--- config.mk ---
export PLATFORM = sky130hd
export DESIGN_NAME = rom_loader_bridge
export DESIGN_NICKNAME = d
export VERILOG_FILES = /design/src/rtl/rom_loader_pkg.sv /design/src/rtl/sync_fifo.sv /design/src/rtl/rom_loader_bridge.sv
export SDC_FILE = /design/constraint.sdc
export NUM_CORES = 1
export LEC_CHECK = 0
export BUFFER_PORTS_ARGS = -buffer_cell sky130_fd_sc_hd__buf_4
export CORE_MARGIN = 3
export CORE_UTILIZATION = 40
export CTS_CLUSTER_DIAMETER = 120
export DETAILED_ROUTE_END_ITERATION = 6
export PLACE_DENSITY = 0.56
export SLEW_MARGIN = 0
export SYNTH_ARGS = -nofsm -noshare
export SYNTH_HDL_FRONTEND = slang
export SYNTH_HIERARCHICAL = 1
export SYNTH_SLANG_ARGS = --single-unit
--- constraint.sdc ---
create_clock -name clk_32m -period 4.04 [get_ports clk_32m]
set_clock_uncertainty 0.1 [all_clocks]
set_input_delay 0.404 -clock clk_32m [delete_from_list [all_inputs] [get_ports clk_32m]]
set_output_delay 0.404 -clock clk_32m [all_outputs]
set_load 0.01 [all_outputs]
--- src/rtl/rom_loader_pkg.sv ---
// Shared types and constants for the ROM loader bridge between data_io and the
// SDRAM loader port.
package rom_loader_pkg;

  typedef enum logic [1:0] {
    IDLE  = 2'd0,
    LOAD  = 2'd1,
    DRAIN = 2'd2,
    DONE  = 2'd3
  } loader_state_t;

  typedef struct packed {
    logic [24:0] addr;
    logic [7:0]  data;
  } loader_entry_t;

  localparam int          ENTRY_W        = $bits(loader_entry_t);
  localparam logic [24:0] BASE_IDX0_DEF  = 25'h080000;
  localparam logic [24:0] BASE_OTHER_DEF = 25'h068000;

  // Image 0 is the OS/MOS ROM; everything else shares one region. Sum wraps mod 2^25.
  function automatic logic [24:0] map_addr(input logic [7:0]  idx,
                                           input logic [24:0] off,
                                           input logic [24:0] base_idx0,
                                           input logic [24:0] base_other);
    return ((idx == 8'd0) ? base_idx0 : base_other) + off;
  endfunction

endpackage

--- src/rtl/sync_fifo.sv ---
// Single-clock FIFO with simultaneous push/pop; a push into a full FIFO is
// accepted when a pop happens in the same cycle.
module sync_fifo #(
  parameter int WIDTH = 8,
  parameter int DEPTH = 4
) (
  input  logic             clk_32m,
  input  logic             reset,
  input  logic             push,
  input  logic [WIDTH-1:0] push_data,
  input  logic             pop,
  output logic [WIDTH-1:0] pop_data,
  output logic             full,
  output logic             empty
);

  localparam int AW = $clog2(DEPTH);

  logic [WIDTH-1:0] mem [DEPTH];
  logic [AW-1:0]    wr_ptr, rd_ptr;
  logic [AW:0]      count;
  logic             do_push, do_pop;

  assign empty    = (count == '0);
  assign full     = (count == (AW+1)'(DEPTH));
  assign do_pop   = pop && !empty;
  assign do_push  = push && (!full || do_pop);
  assign pop_data = mem[rd_ptr];

  always_ff @(posedge clk_32m) begin
    if (do_push) mem[wr_ptr] <= push_data;
  end

  // DEPTH is a power of two, so pointers wrap on their own.
  always_ff @(posedge clk_32m) begin
    if (reset) begin
      wr_ptr <= '0;
      rd_ptr <= '0;
      count  <= '0;
    end else begin
      if (do_push) wr_ptr <= wr_ptr + 1'b1;
      if (do_pop)  rd_ptr <= rd_ptr + 1'b1;
      case ({do_push, do_pop})
        2'b10:   count <= count + 1'b1;
        2'b01:   count <= count - 1'b1;
        default: count <= count;
      endcase
    end
  end

endmodule

--- src/rtl/rom_loader_bridge.sv ---
// Buffers data_io download bytes, maps them into SDRAM ROM regions and issues
// one write per mem_sync slot; loader_active covers the full drain.
module rom_loader_bridge
  import rom_loader_pkg::*;
#(
  parameter int          FIFO_DEPTH = 4,
  parameter logic [24:0] BASE_IDX0  = BASE_IDX0_DEF,
  parameter logic [24:0] BASE_OTHER = BASE_OTHER_DEF
) (
  input  logic        clk_32m,
  input  logic        reset,
  input  logic        ioctl_download,
  input  logic [7:0]  ioctl_index,
  input  logic        ioctl_wr,
  input  logic [24:0] ioctl_addr,
  input  logic [7:0]  ioctl_dout,
  input  logic        mem_sync,
  output logic        loader_active,
  output logic        loader_we,
  output logic [24:0] loader_addr,
  output logic [7:0]  loader_data,
  output logic        load_done,
  output logic        overflow,
  output logic [24:0] byte_count
);

  loader_state_t state, state_nxt;
  loader_entry_t push_ent, head_ent;

  logic       dl_q, dl_rise, dl_pend, start;
  logic [7:0] idx_q;
  logic       in_xfer, push_req;
  logic       fifo_push, fifo_pop, fifo_full, fifo_empty;

  assign dl_rise   = ioctl_download && !dl_q;
  assign start     = (state == IDLE) && (dl_rise || dl_pend);
  assign in_xfer   = (state == LOAD) || (state == DRAIN);
  assign push_req  = (state == LOAD) && ioctl_wr;
  assign fifo_pop  = in_xfer && mem_sync && !fifo_empty;
  assign fifo_push = push_req && (!fifo_full || fifo_pop);

  assign push_ent.addr = map_addr(idx_q, ioctl_addr, BASE_IDX0, BASE_OTHER);
  assign push_ent.data = ioctl_dout;

  sync_fifo #(
    .WIDTH (ENTRY_W),
    .DEPTH (FIFO_DEPTH)
  ) u_fifo (
    .clk_32m   (clk_32m),
    .reset     (reset),
    .push      (fifo_push),
    .push_data (push_ent),
    .pop       (fifo_pop),
    .pop_data  (head_ent),
    .full      (fifo_full),
    .empty     (fifo_empty)
  );

  always_ff @(posedge clk_32m) begin
    if (reset) begin
      state       <= IDLE;
      dl_q        <= 1'b0;
      dl_pend     <= 1'b0;
      idx_q       <= '0;
      loader_we   <= 1'b0;
      loader_addr <= '0;
      loader_data <= '0;
      overflow    <= 1'b0;
      byte_count  <= '0;
    end else begin
      state <= state_nxt;
      dl_q  <= ioctl_download;
      // Safe to latch on any rise: a draining load makes no more pushes.
      if (dl_rise) idx_q <= ioctl_index;

      if (start)                         dl_pend <= 1'b0;
      else if (dl_rise && state != IDLE) dl_pend <= 1'b1;

      if (in_xfer && mem_sync) begin
        loader_we <= !fifo_empty;
        if (!fifo_empty) begin
          loader_addr <= head_ent.addr;
          loader_data <= head_ent.data;
        end
      end else if (!in_xfer) begin
        loader_we <= 1'b0;
      end

      if (start) begin
        overflow   <= 1'b0;
        byte_count <= '0;
      end else if (push_req) begin
        if (fifo_push) begin
          if (byte_count != '1) byte_count <= byte_count + 1'b1;
        end else begin
          overflow <= 1'b1;
        end
      end
    end
  end

  // DRAIN ends once the FIFO is empty and the slot of the last write has closed.
  always_comb begin
    state_nxt     = state;
    loader_active = 1'b0;
    load_done     = 1'b0;
    case (state)
      IDLE:  if (start) state_nxt = LOAD;
      LOAD: begin
        loader_active = 1'b1;
        if (!ioctl_download) state_nxt = DRAIN;
      end
      DRAIN: begin
        loader_active = 1'b1;
        if (fifo_empty && (!loader_we || mem_sync)) state_nxt = DONE;
      end
      DONE: begin
        load_done = 1'b1;
        state_nxt = IDLE;
      end
      default: state_nxt = IDLE;
    endcase
  end

endmodule

# Word-level counts from Yosys, hierarchy flattened

Memories as Yosys holds them, arrays and structs flattened. A register that Yosys moved wholly into a read port is not among the register bits.
Cells that the tools add are included.

RAM bits: 132
Bits in latches: 0
Word-level logic and storage cells: 72
Output and inout port bits: 62
Input port bits: 46
Bits in registers: 46
Memories: 1
Bits in read-only memories: 0

Memory list:

| name       | words | bits a word | read ports | clocked after Yosys merged registers in | wr ports | RTL line        | RTL |
|---|---|---|---|---|---|---|---|
| u_fifo.mem | 4     | 33          | 1          | 1                                       | 1        | sync_fifo.sv:19 | `logic [WIDTH-1:0] mem [DEPTH];` |

$lt $le $gt $ge: 0
Reductions and logical operators: 30
Bitwise operators: 2
Multiply operators: 0
Div/mod/pow operators: 0
Equality and inequality tests: 11
Mux-type cells: 12
Shift operators: 0
$add $sub $neg: 6

Operators with widths:

| kind                                                                    | count |
|---|---|
| 20-bit by 25-bit adder with 25-bit output                               | 1 |
| 25-bit by 1-bit adder with 25-bit output, second input constant         | 1 |
| 25-bit inequality test, second input constant                           | 1 |
| 20-bit two-way mux                                                      | 1 |
| 1-bit logical AND                                                       | 10 |
| 8-bit zero test                                                         | 1 |
| 2-bit one-hot mux with 4 select lines                                   | 1 |
| 2-bit == test, second input constant                                    | 3 |
| 1-bit two-way mux                                                       | 6 |
| 2-bit two-way mux                                                       | 3 |
| 3-bit one-hot mux with 2 select lines                                   | 1 |
| 3-bit AND reduction                                                     | 2 |
| 1-bit logical OR                                                        | 5 |
| 2-bit by 1-bit adder with 2-bit output, second input constant           | 2 |
| 2-bit by 1-bit == test with 1-bit output, second input constant         | 2 |
| 1-bit zero test                                                         | 4 |
| 2-bit by 1-bit inequality test with 1-bit output, second input constant | 2 |
| 2-bit inequality test, second input constant                            | 2 |
| 2-bit AND reduction                                                     | 2 |
| 2-bit nonzero test                                                      | 2 |
| 2-bit OR reduction                                                      | 2 |
| 3-bit by 1-bit adder with 3-bit output, second input constant           | 1 |
| 3-bit == test, second input constant                                    | 1 |
| 3-bit zero test                                                         | 1 |
| 3 further kinds                                                         | 4 |

# Longest topological paths before layout

Gate-level depths: netlist of run 1.

Depth in word-level cells: 9
Depth in mapped cells: 13
Mapped depth without buffers: 12

# Modules after synthesis

Netlist of run 1, hierarchy kept.

Modules (own cells, without submodules):

| module            | cells an instance | sequential area each (um2) | area an instance (um2) | times used |
|---|---|---|---|---|
| sync_fifo         | 237               | 4144.0                     | 5302.6                 | 1 |
| rom_loader_bridge | 388               | 1441.4                     | 3155.5                 | 1 |

# Least setup slack after synthesis of run 1

Ideal clock, no wire load.

Path type: register to register
From: register state[0]
To: register u_fifo.count[2]
Clock period less this slack: 2.803 ns
Buffers on the path: 2
Cell stages (with the launch flop): 14
Arrival time: 2.574 ns
Required time: 3.812 ns
Library setup time: 0.128 ns
Setup slack: 1.237 ns
Cell sequence: dfxtp_1 -> inv_1 -> ha_1 -> nand3b_1 -> clkinv_1 -> buf_1 -> buf_6 -> nor2b_1 -> nand2_1 -> fa_1 -> nor2b_1 -> nand2b_1 -> nand3_1 -> a31oi_1

Word-level cells in the longest chain between the ends: 9
Elaborated cells on any way between the ends: 15
Those cells by class: eq/ne (4); mux (1); reduce/logical (10)

RTL lines:

| what                                                                        | RTL line                                 | RTL |
|---|---|---|
| start, declared                                                             | rom_loader_bridge.sv:27                  | `loader_state_t state, state_nxt;` |
| start signal, assigned                                                      | rom_loader_bridge.sv:71                  | `state <= state_nxt;` |
| 2-bit by 1-bit == test with 1-bit output or 2-bit == test (tied branches)   | rom_loader_bridge.sv:37                  | `assign in_xfer = (state == LOAD) \|\| (state == DRAIN);` |
| 1-bit logical OR (*)                                                        | rom_loader_bridge.sv:37                  |  |
| 1-bit logical AND (*) (2 in series)                                         | rom_loader_bridge.sv:39                  | `assign fifo_pop = in_xfer && mem_sync && !fifo_empty;` |
| named net fifo_pop                                                          | rom_loader_bridge.sv:33                  | `logic fifo_push, fifo_pop, fifo_full, fifo_empty;` |
| 1-bit logical OR or 1-bit logical AND (tied branches)                       | rom_loader_bridge.sv:40, sync_fifo.sv:26 |  |
| 1-bit logical AND or 1-bit logical OR (tied branches)                       | rom_loader_bridge.sv:40, sync_fifo.sv:27 |  |
| 1-bit logical AND                                                           | sync_fifo.sv:27                          | `assign do_push = push && (!full \|\| do_pop);` |
| 2-bit by 1-bit == test with 1-bit output or 2-bit == test (tied branches)   | sync_fifo.sv:43                          | `case ({do_push, do_pop})` |
| 3-bit one-hot mux with 2 select lines or 2-bit nonzero test (tied branches) | --                                       |  |
| end signal, assigned                                                        | sync_fifo.sv:44                          | `2'b10: count <= count + 1'b1;` |
| end signal, assigned                                                        | sync_fifo.sv:45                          | `2'b01: count <= count - 1'b1;` |
| end signal, assigned                                                        | sync_fifo.sv:46                          | `default: count <= count;` |
| end, declared                                                               | sync_fifo.sv:21                          | `logic [AW:0] count;` |

Mark *: on every way through the listed nets, which the timed path passes. The rest lies on a longest branch.
A chain may end at the register's enable or synchronous reset.

# Final worst setup path of run 1

From: register state[0]
To: memory u_fifo/mem[2][27] (netlist name), enable pin

Word-level cells in the longest chain between the ends: 9
Elaborated cells on any way between the ends: 13
Those cells by class: eq/ne (2); mux (2); reduce/logical (9)

RTL lines:

| what                                                                      | RTL line                                         | RTL |
|---|---|---|
| 2-bit by 1-bit == test with 1-bit output or 2-bit == test (tied branches) | rom_loader_bridge.sv:37, rom_loader_bridge.sv:38 |  |
| 1-bit logical OR                                                          | rom_loader_bridge.sv:37                          |  |
| 1-bit logical AND (2 in series)                                           | rom_loader_bridge.sv:39                          |  |
| 1-bit logical OR or 1-bit logical AND (tied branches)                     | rom_loader_bridge.sv:40, sync_fifo.sv:26         |  |
| 1-bit logical AND or 1-bit logical OR (tied branches)                     | rom_loader_bridge.sv:40, sync_fifo.sv:27         |  |
| 1-bit logical AND (*)                                                     | sync_fifo.sv:27                                  |  |
| 1-bit two-way mux (*)                                                     | sync_fifo.sv:31                                  | `if (do_push) mem[wr_ptr] <= push_data;` |
| 1-bit two-way mux (implied by the code) (*)                               | sync_fifo.sv:31                                  |  |
| end, declared                                                             | sync_fifo.sv:19                                  |  |

Mark *: on every way between the ends. The rest lies on a longest branch, timed or not.

==> results.md, run 1 <==
- The die covers 22,900 sq um.
- The average vias per placed instance is 5.17.
- The floorplan step set the die width to 151 um.
- The overall overflow remaining after global route is 0.
- The starting utilization of the core area is 0.413.
- The initial antenna violation count is 0.
- After synthesis, the share of cell area in mux cells is 0.0938.
- The clock transition at the registers of the reported paths is 60 ps.
- The finished layout holds 1,041 standard cells, fillers aside.
- The overall power is 4.93 mW.
- Relative to the synthesized area, the layout overhead comes to 23.3%.
- Across the run, the number of max-cap violations was 0.
- The number of nets at the end of the flow is 815.
- The placed wire-length estimate is 11.5 mm.
- The placer congestion estimate is 0.818.
- In this run, synthesis produced a sequential element count of 213.
- The number of global-route vias before repair was 5,378.
- The number of pins with negative max-slew slack in the final report is 0.
- After the first detailed-routing iteration, the DRC count stood at 267.
- The power density over the cells is 473 nW/um^2.
- The detail route stage leaves a number of antenna-violating nets equal to 0.
- The level count of the clock H-tree is 1.
- Across every metal layer, demand over resource in global routing totals 0.158.
- Buffers inserted during clock tree synthesis total 23.
- The normalized max-slew margin is 0.355.
- The worst reg-to-reg setup slack is 780 ps.
- The total instance count after detailed placement is 976.
- The startpoint of the most critical hold path is mem_sync.
- IR analysis of the VDD net gives a maximum drop of 275 uV.
- The commonest cells after synthesis are 132 x sky130_fd_sc_hd__edfxtp_1, 103 x sky130_fd_sc_hd__nand2_1, 81 x sky130_fd_sc_hd__dfxtp_1.
- The detailed router placed 5,384 vias in this run.
- The number of remaining DRC errors is 0.
- The class of the tightest hold or removal check is in2reg.
- TritonCTS built the clock tree.
- STA classifies the critical path startpoint as a register.
- The synthesized-area fraction occupied by adder cells is 0.0231.
- The count of yosys warnings during synthesis is 6.
- The length in cells of the worst reg-to-reg path is 7.
- The post-route minimum period is 3260 ps.
- The number of failing hold endpoints at the final stage is 0.
- The count of TritonRoute iterations in the first routing pass is 5.
- The endpoint with the worst hold slack is loader_we.
- For this block, the routed nets add up to 18.1 mm of wire.
- The share of final-layout standard cells stronger than drive strength 1 is 0.248.
- After synthesis, the cell types taking the most area are sky130_fd_sc_hd__edfxtp_1 47%, sky130_fd_sc_hd__dfxtp_1 19%, sky130_fd_sc_hd__mux4_2 8.8%, sky130_fd_sc_hd__nand2_1 4.6%, sky130_fd_sc_hd__a21oi_1 3.1%.
- The routed wirelength normalized by instance count is 17.4 um.
- The transition time of the tightest slew-check pin is 967 ps.
- The endpoint class of the critical path is a register.
- By area, the combinational part of the netlist is dominated by simple AND/OR/NAND/NOR gates.
- The clock latency on the worst-skew pair is 510 ps.
- STA puts the critical path data arrival time at 3270 ps.
- The number of nets in the synthesized netlist is 686.
- The area of the placeable core is 20,500 sq um.
- The maximum clock insertion buffer count is 3.
- The fraction of the mapped netlist area in simple logic gates is 0.109.
- The number of endpoints failing setup at the final stage is 0.
- Of all nets on the critical path, the largest fanout is 43.
- Setup repair after global routing left no endpoint under its margin.
- The final period utilization is 0.807.
- The share of synthesized area occupied by flip-flops and latches is 0.660.
- The average size of a mapped cell is 13.5 sq um.
- The worst hold slack across all endpoints is 36.2 ps.
- The pin count of the biggest net entering global routing is 59.
- The worst hold path passes through 2 cells.
- The number of cell rows is 52.
- The synthesized-area fraction occupied by ao, oa, aoi and oai cells is 0.0661.
- The run finished with clean final reports.
- Static timing analysis puts the maximum clock frequency at 307 MHz.
- The critical path is of the reg2reg type.
- The endpoint identified for the worst register-to-register timing path is u_fifo/mem[2][27].
- The clock tree root buffer cell is sky130_fd_sc_hd__clkbuf_16.
- The count of boundary I/O pins is 108.
- For the final routed database, the setup TNS stands at 0 ps.
- After synthesis the cells add up to 8460 sq um.
- The sink count of the clock tree is 213.
- The number of different library cells used by synthesis comes to 58.
- The synthesized design contains 132 enable-type register cells.
- In this run the critical register-to-register path is launched from state[0].
- The wire length of the first global-routing pass is 28.6 mm.
- Of the total synthesized cell area, the portion taken by XOR and XNOR cells is 0.0238.
- Of the post-synthesis cell area, the dominant cell type holds 0.469.
- The number of setup buffers added after CTS is 0.
- The vertical die dimension is 151 um.
- The cell count after synthesis came out at 625.
- The critical path required time is 4050 ps.
- The quantity of I/O buffers inserted on ports is 107.
- The most instantiated flip-flop cell in the synthesis netlist is sky130_fd_sc_hd__edfxtp_1.
- sky130_fd_sc_hd__edfxtp_1 is the most common cell in the netlist.
- Summed over all cells, the static leakage comes to 3.60 nW.
- For this run, asynchronously set or reset flops after synthesis account for 0.
- The largest area contributor in the synthesized netlist is sky130_fd_sc_hd__edfxtp_1.
- The final antenna diode count is 0.
timing repair:
action,CTS,global route
resized for setup,0,0
endpoints found under the hold margin,86,0
hold buffers,23,0
per-stage QoR:
stage	instance area (sq um)	worst slack, ps	utilization
floorplan	8460	1240	-
global placement	9490	852	0.463
detailed placement	9490	711	0.463
CTS	10400	697	0.509
global route	10400	485	0.509
finish	10400	781	0.509
flip-flops by register name (all words and copies together), names as in the netlist, named ones only:
signal / cells
u_fifo/rd_ptr: 2
dl_q: 1
overflow: 1
state: 2
loader_addr: 25
loader_data: 8
byte_count: 25
u_fifo/wr_ptr: 2
idx_q: 8
loader_we: 1
u_fifo/count: 3
u_fifo/mem: 132
dl_pend: 1
power breakdown:
| group | switching, mW | total (mW) | internal [mW] |
|---|---|---|---|
| clock | 0.810 | 1.96 | 1.15 |
| sequential | 0.0380 | 2.48 | 2.44 |
| combinational | 0.285 | 0.497 | 0.212 |
| total | 1.13 | 4.93 | 3.80 |
worst max-delay path, stage by stage, from the launching register on:
cell                       delay, ps
sky130_fd_sc_hd__dfxtp_1         370
sky130_fd_sc_hd__inv_1            90
sky130_fd_sc_hd__ha_1            350
sky130_fd_sc_hd__nand3b_1        330
sky130_fd_sc_hd__clkinv_1        110
sky130_fd_sc_hd__buf_4           460
sky130_fd_sc_hd__o21a_4          250
sky130_fd_sc_hd__and2_2          790
worst max-delay path by stage:
stage | start | endpoint | slack (ps) | depth (start not counted)
after floorplan | state[0] | u_fifo/count[2] | 1240 | 13
after global placement | state[1] | u_fifo/mem[1][6] | 850 | 7
after detailed placement | state[1] | u_fifo/mem[2][6] | 710 | 7
after CTS | state[1] | u_fifo/mem[2][27] | 700 | 7
after global routing | state[1] | u_fifo/mem[2][27] | 480 | 7
final | state[0] | u_fifo/mem[2][27] | 780 | 7
routing by layer:
metal | share of wire | vias up | track usage
met5 | 0 | - | 0
met4 | 0.019 | 0 | 0.0422
li1 | - | 2572 | -
met3 | 0.055 | 27 | 0.0278
met1 | 0.44 | 2649 | 0.210
met2 | 0.49 | 136 | 0.268
cell usage in the layout (no fill, tap or decap), types with 3 or more instances in the layout:
master                          Yosys  routed
sky130_fd_sc_hd__edfxtp_1         132     132
sky130_fd_sc_hd__buf_4              4     111
sky130_fd_sc_hd__nand2_1          103     103
sky130_fd_sc_hd__dfxtp_1           81      79
sky130_fd_sc_hd__a21oi_1           53      53
sky130_fd_sc_hd__mux4_2            33      33
sky130_fd_sc_hd__nor2_1            29      29
sky130_fd_sc_hd__clkbuf_16          0      23
sky130_fd_sc_hd__dlygate4sd3_1      0      23
sky130_fd_sc_hd__ha_1              14      14
sky130_fd_sc_hd__inv_1             13      13
sky130_fd_sc_hd__xnor2_1           13      13
sky130_fd_sc_hd__nand4_1           11      11
sky130_fd_sc_hd__or3_1             11      11
sky130_fd_sc_hd__xor2_1            10      10
sky130_fd_sc_hd__nand3_1           10      10
sky130_fd_sc_hd__o21ai_0            8       8
sky130_fd_sc_hd__nor4_1             7       7
sky130_fd_sc_hd__clkinv_2           0       7
sky130_fd_sc_hd__clkinv_1           1       5
sky130_fd_sc_hd__nor2b_1            5       5
sky130_fd_sc_hd__mux2i_1            5       5
sky130_fd_sc_hd__and2_2             4       4
sky130_fd_sc_hd__nand2b_1           3       3
sky130_fd_sc_hd__or4_1              3       3
sky130_fd_sc_hd__and2_1             3       3
sky130_fd_sc_hd__o21ai_1            3       3
sky130_fd_sc_hd__o211ai_1           3       3
sky130_fd_sc_hd__a211oi_1           3       3
sky130_fd_sc_hd__clkbuf_1          14       3
cell families (layout without fill, tap and decap cells):
kind of cell,Yosys count,after routing
multiplexers,38,38
AND/OR/NAND/NOR,199,199
AO/OA/AOI/OAI,92,92
adder cells (fa/ha/maj),15,15
flip-flops,213,213
XOR/XNOR,23,23
buffers and inverters,45,191
final cells by class:
type / instances / area [sq um]
timing repair buffer: 134 / 1060
inverter: 15 / 56.3
clock buffer: 28 / 614
sequential: 213 / 5590
clock inverter: 14 / 97.6
fill: 1775 / 10100
tap: 270 / 338
multi-input combinational: 367 / 2670
(Power assumes the default switching activity.)
==> run 2, diff against run 1 <==
- PLACE_DENSITY: 0.56 -> 0.58
- clock period: 4.04 -> 2.69 ns (I/O delays scaled with it)
==> run 2 against run 1 <==
  * Die area stayed put
  * Non-clock buffer count rose by 23
  * Sequential power up 50%
  * Maximum frequency grew 27%
  * Global-route usage rose by 0.24 points
  * Critical path depth increased by 5
  * Hold slack improved by 8.8 ps
  * Clock-buffer cell count did not move
  * Core utilization increased by 1.4 points
  * Routed wire length grew 3.1%
  * Sequential cell count is the same
  * Cell count up 2.0%
==> results.md, run 2 (synthesized netlist as in run 1, its figures left out) <==
- The flow ran to the end, and the final reports show no timing, DRC or antenna violations.
- The number of max-cap violations was 0 (unchanged).
- The placed wire-length estimate is 11.9 mm (+3.7%).
- The average vias per placed instance came to 5.16 (-0.30%).
- In this run the clock root is driven by a sky130_fd_sc_hd__clkbuf_16.
- The type of the worst setup path is reg2reg.
- The power density over the cells is 713 nW/um^2 (+51%).
- The initial antenna violation count was 0 (unchanged).
- Walking the worst path, the cells encountered are or3b_1 > inv_1 > a21o_1 > inv_2 > buf_4 > nor2b_4 > nand2_1 > fa_2 > nor2b_2 > nand2b_1 > nand3_1 > a31oi_1.
- The combinational share of power is 0.108 (+0.007).
- The maximum clock insertion buffer count came to 3 (unchanged).
- The wire length of the first global-routing pass is 29.0 mm (+1.4%).
- The die area was 22,900 sq um (unchanged).
- In the final layout, the registers with the most flip-flops are u_fifo/mem: 132 flops, byte_count: 25 flops, loader_addr: 25 flops.
- The most common cell after layout, fill and taps aside is sky130_fd_sc_hd__edfxtp_1.
- The overall power came to 7.63 mW (+55%).
- The total length of routed wires is 18.7 mm (+3.1%).
- The number of cell rows came to 52 (unchanged).
- The number of failing hold endpoints at the final stage is 0 (unchanged).
- The register name with the most flops is u_fifo/mem.
- The net switching power came to 1.72 mW (+52%).
- The clock tree from TritonCTS is yes.
- The internal power summed over all cells is 5.91 mW (+56%).
- The flip-flop count of the largest register after layout was 132 (unchanged).
- The overall overflow remaining after global route is 0 (unchanged).
- The area of the placeable core is 20,500 sq um (unchanged).
- The share of power burned in the clock network is 0.405 (+0.008).
- The number of remaining DRC errors is 0 (unchanged).
- The sum of negative setup slack is 0 ps (unchanged).
- Setup repair after global routing could not meet its margin everywhere.
- The endpoint class of the critical path is a register.
- The number of pins with negative max-slew slack in the final report came to 0 (unchanged).
- The number of fillers in the final layout is 1,750 (-1.4%).
- The final design instance area without fill is 10,700 sq um (+2.7%).
- The normalized max-slew margin is 0.543 (+0.187).
- From synthesis to final layout, the design area changed by 26.7%.
- The standby leakage power is 3.73 nW (+3.5%).
- The count of boundary I/O pins is 108 (unchanged).
- The clock latency on the worst-skew pair is 500 ps (about the same).
- The die width is 151 um (unchanged).
- The quantity of I/O buffers inserted on ports is 107 (unchanged).
- The initial DRC count came to 312 (+17%).
- The level count of the clock H-tree is 1 (unchanged).
- The CTS buffer count is 22 (-4.3%).
- The sink count of the clock tree was 213 (unchanged).
- Leaving out fill and tap cells, the most frequent cells in the layout are 132 x sky130_fd_sc_hd__edfxtp_1, 121 x sky130_fd_sc_hd__buf_4, 103 x sky130_fd_sc_hd__nand2_1.
- The switching share of power is 0.226 (-0.00411).
- The routed wirelength normalized by instance count is 17.6 um (+1.1%).
- The worst hold slack across all endpoints is 44.9 ps (+8.76 ps).
- The worst path buffer plus inverter count came to 3 (unchanged).
- The class of the tightest hold or removal check is in2reg.
- The kind of start point of the critical path is a register.
- The post-route minimum period was 2560 ps (-698 ps).
- The final period utilization came to 0.952 (+0.145).
- The critical path required time was 2940 ps (-1110 ps).
- The clock transition at the registers of the reported paths is 60 ps (about the same).
- The kind of cell adding the most delay to the critical path is simple AND/OR/NAND/NOR gates.
- The starting utilization of the core area is 0.413 (unchanged).
- The top fanout value on the critical path was 14 (-67%).
- The critical path arrival came to 2810 ps (-460 ps).
- The final antenna diode count is 0 (unchanged).
- The achievable frequency is 390 MHz (+27%).
- The transition time of the tightest slew-check pin came to 686 ps (-281 ps).
- The share of final-layout standard cells stronger than drive strength 1 is 0.264 (+0.0162).
- The via total after detailed routing came to 5,476 (+1.7%).
- The highest ir drop seen on vdd came to 455 uV (+66%).
- The relative contribution of sequential cells to total power is 0.487 (-0.015).
- The overall fraction of global-route tracks in use was 0.160 (+0.00245).
- The post-place instance area came to 9580 sq um (+1.0%).
- The number of nets at the end of the flow is 837 (+2.7%).
- The number of global-route vias before repair was 5,469 (+1.7%).
- The worst-path cell with the longest stage delay is sky130_fd_sc_hd__dfxtp_1.
- The placer congestion estimate is 0.861 (+5.3%).
- The count of TritonRoute iterations in the first routing pass came to 4 (-1).
- The highest cell delay on the worst timing path was 460 ps (-330 ps).
- The pin count of the biggest net entering global routing is 59 (unchanged).
- The number of endpoints failing setup at the final stage is 0 (unchanged).
- The vertical die dimension was 151 um (unchanged).
- The count of antenna-violating nets left after detailed routing is 0 (unchanged).
[run 2: cell types whose count changed in the layout (fill, tap and decap cells not counted), moves of 3 or more]
cell / change
sky130_fd_sc_hd__buf_4: +10
sky130_fd_sc_hd__dlygate4sd3_1: +12
sky130_fd_sc_hd__and2_2: -4
sky130_fd_sc_hd__and2_4: +4
sky130_fd_sc_hd__clkinv_1: -3
[run 2: worst paths after layout]
kind,from,endpoint,slack (ps),cells after the start
hold reg to reg,loader_addr[12],loader_addr[12],360,2
setup reg to reg,u_fifo/count[2],u_fifo/count[2],130,12
setup / recovery,u_fifo/count[2],u_fifo/count[2],130,12
hold / removal,ioctl_addr[23],u_fifo/mem[1][31],40,2
[run 2: area by class of cell]
cell class	instances	area (sq um)	share of cell area
timing repair buffer	157	1280	0.119
tap	270	338	0.0315
inverter	15	57.6	0.00537
clock inverter	12	146	0.0137
multi-input combinational	367	2700	0.252
sequential	213	5590	0.522
clock buffer	28	603	0.0563
[run 2: repair_timing]
item / 4_1_cts / 5_1_grt
endpoints found under the hold margin: 107 / 0
buffers inserted: 0 / 1
hold buffers: 35 / 0
setup endpoints to repair: 1 / 145
resized for setup: 1 / 9
pin swaps: 0 / 1
[run 2: worst reg2reg max path, cell delays in order, from the launching register on]
cell                       delay (ps)
sky130_fd_sc_hd__dfxtp_1          460
sky130_fd_sc_hd__or3b_1           420
sky130_fd_sc_hd__inv_1            100
sky130_fd_sc_hd__a21o_1           160
sky130_fd_sc_hd__inv_2             50
sky130_fd_sc_hd__buf_4            190
sky130_fd_sc_hd__nor2b_4          140
sky130_fd_sc_hd__nand2_1           90
sky130_fd_sc_hd__fa_2             350
sky130_fd_sc_hd__nor2b_2          130
sky130_fd_sc_hd__nand2b_1          70
sky130_fd_sc_hd__nand3_1           80
sky130_fd_sc_hd__a31oi_1           70
[run 2: power by group through the flow]
stage / clock network, mW / registers [mW] / logic (mW)
2_1_floorplan: 0 / 3.77 / 0.482
3_3_place_gp: 0 / 3.78 / 0.759
3_5_place_dp: 0 / 3.79 / 0.777
4_1_cts: 3.18 / 3.72 / 0.824
5_1_grt: 3.30 / 3.73 / 0.921
6_report: 3.10 / 3.72 / 0.824
[run 2: per-stage QoR]
stage,utilization,setup slack [ps],instances
after floorplan,-,25.9,625
after global placement,0.468,132,986
after detailed placement,0.468,29.1,986
after CTS,0.522,36.3,1061
after global routing,0.523,-58.1,1062
final,0.523,129,1062
[run 2: routing by layer]
| metal | up-vias | routed length [um] | track usage |
|---|---|---|---|
| li1 | 2608 | - | - |
| met1 | 2708 | 8010 | 0.211 |
| met4 | 0 | 347 | 0.0340 |
| met3 | 25 | 987 | 0.0284 |
| met5 | - | 0 | 0 |
| met2 | 135 | 9320 | 0.278 |
